**config.mk**
```make
export PLATFORM = sky130hd
export DESIGN_NAME = conv_feeder
export DESIGN_NICKNAME = d
export VERILOG_FILES = /design/src/rtl/conv_feeder.sv
export SDC_FILE = /design/constraint.sdc
export NUM_CORES = 1
export LEC_CHECK = 0
export ABC_AREA = 1
export CAP_MARGIN = 15
export CORE_UTILIZATION = 60
export DETAILED_ROUTE_END_ITERATION = 8
export GPL_TIMING_DRIVEN = 0
export HOLD_SLACK_MARGIN = 0.12
export PLACE_DENSITY = 0.78
export REMOVE_ABC_BUFFERS = 1
export SYNTH_ARGS = -nofsm -noshare
export SYNTH_HDL_FRONTEND = slang
export SYNTH_SLANG_ARGS = --single-unit
```
**constraint.sdc**
```tcl
create_clock -name clk -period 4.85 [get_ports clk]
set_clock_uncertainty 0.15 [all_clocks]
set_input_delay 0.485 -clock clk [delete_from_list [all_inputs] [get_ports clk]]
set_output_delay 0.485 -clock clk [all_outputs]
set_load 0.03 [all_outputs]
```
**src/rtl/conv_feeder.sv**
```systemverilog
// Purpose : loads one K-tap weight vector and one N-sample fmap line, then streams
//           one (fmap, weight) pair per clock plus worken/outputen/acc_valid for the MAC.
// Latency : RUN starts the cycle after the last load word; one window per K cycles;
//           acc_valid trails each outputen by one cycle.
// Backpr. : none while streaming; load accepts a word on in_valid & in_ready and
//           tolerates bubbles of any length.
//
// Ports:
//   clk, rst           - rising-edge clock, synchronous active-high reset
//   start              - begins load+run, sampled only in IDLE
//   in_valid/in_data   - load stream: K weights (tap 0 first), then N fmap samples
//   in_ready           - high while loading
//   data_fmaps/weight  - signed MAC operands
//   worken/outputen    - MAC accumulate enable / dump-and-restart strobe
//   acc_valid/win_idx  - MAC acc holds window win_idx this cycle
//   busy/done          - busy in LOAD/RUN/FLUSH, done during DRAIN
//
// Optional feature: define CONV_FEEDER_PAD_EN for same-size output with
// (K-1)/2 zero padding on each side (N windows instead of N-K+1).

module conv_feeder #(
  parameter int K  = 3,
  parameter int N  = 32,
  parameter int DW = 8
) (
  input  logic                    clk,
  input  logic                    rst,
  input  logic                    start,
  input  logic                    in_valid,
  input  logic signed [DW-1:0]    in_data,
  output logic                    in_ready,
  output logic signed [DW-1:0]    data_fmaps,
  output logic signed [DW-1:0]    data_weight,
  output logic                    worken,
  output logic                    outputen,
  output logic                    acc_valid,
  output logic [$clog2(N+1)-1:0]  win_idx,
  output logic                    busy,
  output logic                    done
);

`ifdef CONV_FEEDER_PAD_EN
  localparam int P = (K - 1) / 2;
  localparam int W = N;
`else
  localparam int P = 0;
  localparam int W = N - K + 1;
`endif

  localparam int IW = $clog2(N + 1);
  localparam int LW = $clog2(N + K + 1);
  localparam int TW = $clog2(K + 1);
  localparam int SW = $clog2(N + K + 1);

  typedef enum logic [2:0] {
    S_IDLE,
    S_LOAD,
    S_RUN,
    S_FLUSH,
    S_DRAIN
  } state_t;

  state_t               r_state;
  logic [LW-1:0]        r_ld_cnt;
  logic [IW-1:0]        r_win;
  logic [TW-1:0]        r_tap;
  logic [IW-1:0]        r_vcnt;

  logic signed [DW-1:0] r_wt [K];
  logic signed [DW-1:0] r_fm [N];

  logic                 r_in_ready;
  logic signed [DW-1:0] r_data_fmaps;
  logic signed [DW-1:0] r_data_weight;
  logic                 r_worken;
  logic                 r_outputen;
  logic                 r_acc_valid;
  logic [IW-1:0]        r_win_idx;
  logic                 r_busy;
  logic                 r_done;

  logic                 w_accept;
  logic                 w_ld_last;
  logic                 w_tap_last;
  logic                 w_run_last;
  logic [IW-1:0]        w_nxt_win;
  logic [TW-1:0]        w_nxt_tap;
  logic [SW-1:0]        w_pos;
  logic signed [DW-1:0] w_fm_sel;
  logic signed [DW-1:0] w_wt_sel;

  assign w_accept   = r_in_ready && in_valid;
  assign w_ld_last  = (r_ld_cnt == LW'(N + K - 1));
  assign w_tap_last = (r_tap == TW'(K - 1));
  assign w_run_last = w_tap_last && (r_win == IW'(W - 1));

  // Position of the pair to present next cycle. Outside RUN it is (0,0), which
  // is exactly what the LOAD->RUN edge needs for the first operand pair.
  always_comb begin
    w_nxt_win = '0;
    w_nxt_tap = '0;
    if (r_state == S_RUN) begin
      if (w_tap_last) begin
        w_nxt_tap = '0;
        w_nxt_win = r_win + IW'(1);
      end else begin
        w_nxt_tap = r_tap + TW'(1);
        w_nxt_win = r_win;
      end
    end
  end

  // fmap[i] is selected when w+t == i+P, so padded positions (w+t-P outside
  // 0..N-1) match no entry and fall through to zero. Without padding P=0 and
  // every reachable position matches.
  assign w_pos = SW'(w_nxt_win) + SW'(w_nxt_tap);

  always_comb begin
    w_fm_sel = '0;
    for (int i = 0; i < N; i++) begin
      if (w_pos == SW'(i + P)) w_fm_sel = r_fm[i];
    end
  end

  always_comb begin
    w_wt_sel = '0;
    for (int i = 0; i < K; i++) begin
      if (w_nxt_tap == TW'(i)) w_wt_sel = r_wt[i];
    end
  end

  // Operand buffers are never cleared; they are fully rewritten by every load.
  always_ff @(posedge clk) begin
    if (w_accept) begin
      for (int i = 0; i < K; i++) begin
        if (r_ld_cnt == LW'(i)) r_wt[i] <= in_data;
      end
      for (int i = 0; i < N; i++) begin
        if (r_ld_cnt == LW'(K + i)) r_fm[i] <= in_data;
      end
    end
  end

  always_ff @(posedge clk) begin
    if (rst) begin
      r_state       <= S_IDLE;
      r_ld_cnt      <= '0;
      r_win         <= '0;
      r_tap         <= '0;
      r_vcnt        <= '0;
      r_in_ready    <= 1'b0;
      r_data_fmaps  <= '0;
      r_data_weight <= '0;
      r_worken      <= 1'b0;
      r_outputen    <= 1'b0;
      r_acc_valid   <= 1'b0;
      r_win_idx     <= '0;
      r_busy        <= 1'b0;
      r_done        <= 1'b0;
    end else begin
      // The MAC registers acc on outputen, so its result is valid one cycle later.
      r_acc_valid <= r_outputen;
      if (r_outputen) begin
        r_win_idx <= r_vcnt;
        r_vcnt    <= r_vcnt + IW'(1);
      end else begin
        r_win_idx <= '0;
      end

      case (r_state)
        S_IDLE: begin
          r_done <= 1'b0;
          if (start) begin
            r_state    <= S_LOAD;
            r_ld_cnt   <= '0;
            r_vcnt     <= '0;
            r_in_ready <= 1'b1;
            r_busy     <= 1'b1;
          end
        end

        S_LOAD: begin
          if (w_accept) begin
            r_ld_cnt <= r_ld_cnt + LW'(1);
            if (w_ld_last) begin
              r_state       <= S_RUN;
              r_in_ready    <= 1'b0;
              r_win         <= '0;
              r_tap         <= '0;
              r_worken      <= 1'b1;
              r_outputen    <= 1'b0;
              r_data_fmaps  <= w_fm_sel;
              r_data_weight <= w_wt_sel;
            end
          end
        end

        S_RUN: begin
          r_worken <= 1'b1;
          if (w_run_last) begin
            // Zero operands with a dump strobe: MAC latches the final window
            // and restarts its partial sum at 0.
            r_state       <= S_FLUSH;
            r_outputen    <= 1'b1;
            r_data_fmaps  <= '0;
            r_data_weight <= '0;
          end else begin
            r_win         <= w_nxt_win;
            r_tap         <= w_nxt_tap;
            // Tap 0 of any window after the first dumps the previous window.
            r_outputen    <= (w_nxt_tap == '0);
            r_data_fmaps  <= w_fm_sel;
            r_data_weight <= w_wt_sel;
          end
        end

        S_FLUSH: begin
          r_state       <= S_DRAIN;
          r_worken      <= 1'b0;
          r_outputen    <= 1'b0;
          r_data_fmaps  <= '0;
          r_data_weight <= '0;
          r_busy        <= 1'b0;
          r_done        <= 1'b1;
        end

        S_DRAIN: begin
          r_state <= S_IDLE;
          r_done  <= 1'b0;
        end

        default: begin
          r_state <= S_IDLE;
        end
      endcase
    end
  end

  assign in_ready    = r_in_ready;
  assign data_fmaps  = r_data_fmaps;
  assign data_weight = r_data_weight;
  assign worken      = r_worken;
  assign outputen    = r_outputen;
  assign acc_valid   = r_acc_valid;
  assign win_idx     = r_win_idx;
  assign busy        = r_busy;
  assign done        = r_done;

endmodule

```
==> metrics <==
routability cong. 0.8959; drt drc 0; first-pass GRT wire length between 40 and 50 mm; Crit path largest cell delay ~0.6 ns; Cells after Synth roughly 1300; number of DRC markers in iteration 0 about 900; Clock Sink Count 331; total grt overflow 0; fin crit period roughly 4.6 ns; ant diodes 0; routed via count between 9000 and 10000; vias per cell roughly 5.7; number of max-cap violations 0; Clock Tree Buf Depth 3; Reg2Reg Depth 36; Post-CTS Hold Buffers 0; DR WL/cell between 15 and 20 µm; Hold Crit Endpoint data_weight[3]$_SDFFE_PP0P_; setup ws final 0.2738 ns; DPL Wire Length 19.67 mm; number of cells on the worst hold path 2; most used cell, CP nand2_1; r2r startpoint r_state[2]$_SDFFE_PP0P_; IO Pins 40; Area Growth Syn to Fin 15.08%; pwr dens approximately 410 nW/µm²; Initial Utilization roughly three fifths; final period utilization a little over nine tenths; post-route antenna net violation count 0; crit path launch type flip-flop; nets 1366; critical path endpoint category flip-flop; Placement Setup Slack -0.7210 ns; Slowest-stage cell, CP fa_2; initial antenna violation count 0; crit path DAT about 4.9 ns; worst hold path class flip-flop to flip-flop; std cell rows 54; TritonCTS Buffers 31; R2R Setup Slk between 0.2 and 0.3 ns; largest net degree at the start of global routing 36; Slew Viols, Final 0; total power about 6.5 mW; layout cells sized above 1 between 10% and 20%; maximum vdd drop between 0.2 and 0.3 mV; Pre-Repair DR Iteration Count 5; die extent in y approximately 150 µm; syn avg cell area around 11 µm²; Ys Warns 0; synth unique cells 42; die footprint approximately 23000 µm²; final hold violations 0; IO Port Bufs 39; Cell Area, Synth roughly 14000 µm²; Yosys reg bits approximately 330; final wirelength ~30 mm; CP max FO 7; Highest Clock Rate roughly 0.22 GHz; hold_sp data_weight[3]$_SDFFE_PP0P_; CTS H-tree lvls 1; WS Path Type flip-flop to flip-flop; gr usage total between 20 and 30%; final setup violation count 0; Worst-Margin Slew around 0.99 ns; root buf cell clkbuf_16; worst reg2reg path endpoint data_fmaps[1]$_SDFFE_PP0P_; vias in the first global route roughly 9100; clock latency on the worst-skew pair about 0.55 ns; clock slew at the register clock pins of the worst setup and hold paths approximately 0.06 ns; CTS tree built; part of the Yosys area used for sequential elements between 60% and 70%; Rel. slew slack around a third; status complete, no violations; worst path required time slightly above 5 ns; die extent in x 153.0 µm; LEAKAGE 5.675 nW; core footprint between 20000 and 25000 µm²
kinds of logic after synthesis:
family | after synthesis | share of synthesized area [%]
AND/OR/NAND/NOR | 615 | 19.37
flip-flops | 331 | 68.94
buffers and inverters | 156 | 4.455
AO/OA/AOI/OAI | 155 | 6.028
adder cells (fa/ha/maj) | 10 | 0.9697
XOR/XNOR | 3 | 0.2470
cell usage after synthesis, drive strengths merged:
master   number  area [µm²]
nand2       376        1448
o22ai         9       56.30
a21oi       123       619.4
nand3        54       285.3
inv         126       473.0
o21ai        12       63.81
clkinv        3       11.26
nor4          1       6.260
or2           6       37.54
fa            1       20.02
nand4        22       143.9
ha            9       112.6
a211oi        4       30.03
o21a          2       15.01
a21boi        1       7.510
edfxtp      280        8408
nor3b         2       15.01
dfxtp        51        1021
o21bai        2       15.01
clkbuf       21       78.83
o32ai         1       8.760
a2111oi       1       8.760
xor2          3       33.79
nor3          9       45.04
nor2        145       668.2
buf           6       46.29
metal layers:
metal  GRT usage, %  part of all wire, %
met1          33.36                   41
met2          44.39                   50
met3          3.346                  6.9
met4          6.926                  2.4
met5              0                    0
placed cells by master (no fill, tap or decap), drive strengths merged, types with 12 or more instances in the layout:
master | synthesis | routed
nor2 | 145 | 145
o21ai | 12 | 12
nand4 | 22 | 22
clkbuf | 21 | 47
a21oi | 123 | 123
nand2 | 376 | 377
clkdlybuf4s50 | 0 | 39
inv | 126 | 127
edfxtp | 280 | 280
dfxtp | 51 | 51
nand3 | 54 | 54
buf | 6 | 28
worst max path at each step:
stage	start	endpoint	slack, ns
6_report	r_state[2]$_SDFFE_PP0P_	data_fmaps[1]$_SDFFE_PP0P_	0.27
5_1_grt	r_state[2]$_SDFFE_PP0P_	data_fmaps[1]$_SDFFE_PP0P_	-0.07
4_1_cts	r_state[2]$_SDFFE_PP0P_	data_fmaps[1]$_SDFFE_PP0P_	0.003
3_5_place_dp	r_state[1]$_SDFFE_PP0P_	data_fmaps[1]$_SDFFE_PP0P_	-0.72
3_3_place_gp	r_state[1]$_SDFFE_PP0P_	data_fmaps[1]$_SDFFE_PP0P_	-0.62
2_1_floorplan	r_state[1]$_SDFFE_PP0P_	data_fmaps[5]$_SDFFE_PP0P_	0.46
flip-flops by register name, indices dropped and copies added (netlist names):
register and flops:
r_tap 2, data_weight 8, data_fmaps 8, outputen 1, r_wt 24, busy 1
worken 1, win_idx 6, r_fm 256, r_win 6, in_ready 1, r_vcnt 6
acc_valid 1, done 1, r_state 3, r_ld_cnt 6
critical path: cells and delay by family (launching register included):
| family | cells | cell delay, ns |
|---|---|---|
| DFF | 1 | 0.34 |
| adders and majority gates | 2 | 0.79 |
| AOI/OAI and AO/OA | 3 | 0.39 |
| buffers and inverters | 6 | 0.49 |
| and+or+nand+nor | 25 | 2.26 |
layout make-up:
cell class	count	area, µm²
Tap cell	280	350.3
Inverter	129	489.2
Sequential cell	331	9437
Clock inverter	5	21.27
Clock buffer	47	895.9
Fill cell	1466	6354
Multi-Input combinational cell	784	3767
Timing Repair Buffer	67	779.5
where the power goes:
part | total, mW | internal (mW) | switching (mW) | leakage, nW
clock | 2.23 | 1.25 | 0.971 | 0.449
combinational | 1.07 | 0.372 | 0.700 | 2.29
sequential | 3.21 | 3.15 | 0.0575 | 2.93
total | 6.51 | 4.78 | 1.73 | 5.68
metrics by stage:
step / hold slack [ns] / area [µm²] / utilization [%] / setup TNS [ns] / instances
floorplan: 0.2869 / 13550 / - / 0 / 1243
global placement: 0.3022 / 14290 / 64.70 / -3.968 / 1562
detailed placement: 0.3059 / 14460 / 65.44 / -4.866 / 1569
CTS: 0.3152 / 15460 / 69.99 / 0 / 1629
global route: 0.3472 / 15740 / 71.24 / -0.08595 / 1643
finish: 0.3128 / 15740 / 71.24 / 0 / 1643
timing repair:
action                     4_1_cts  5_1_grt
pin swaps                        5       18
setup endpoints to repair        8        8
gates resized for setup         10       39
cloned                           0        1
setup buffers                    8       10
(Power assumes the default switching activity.)
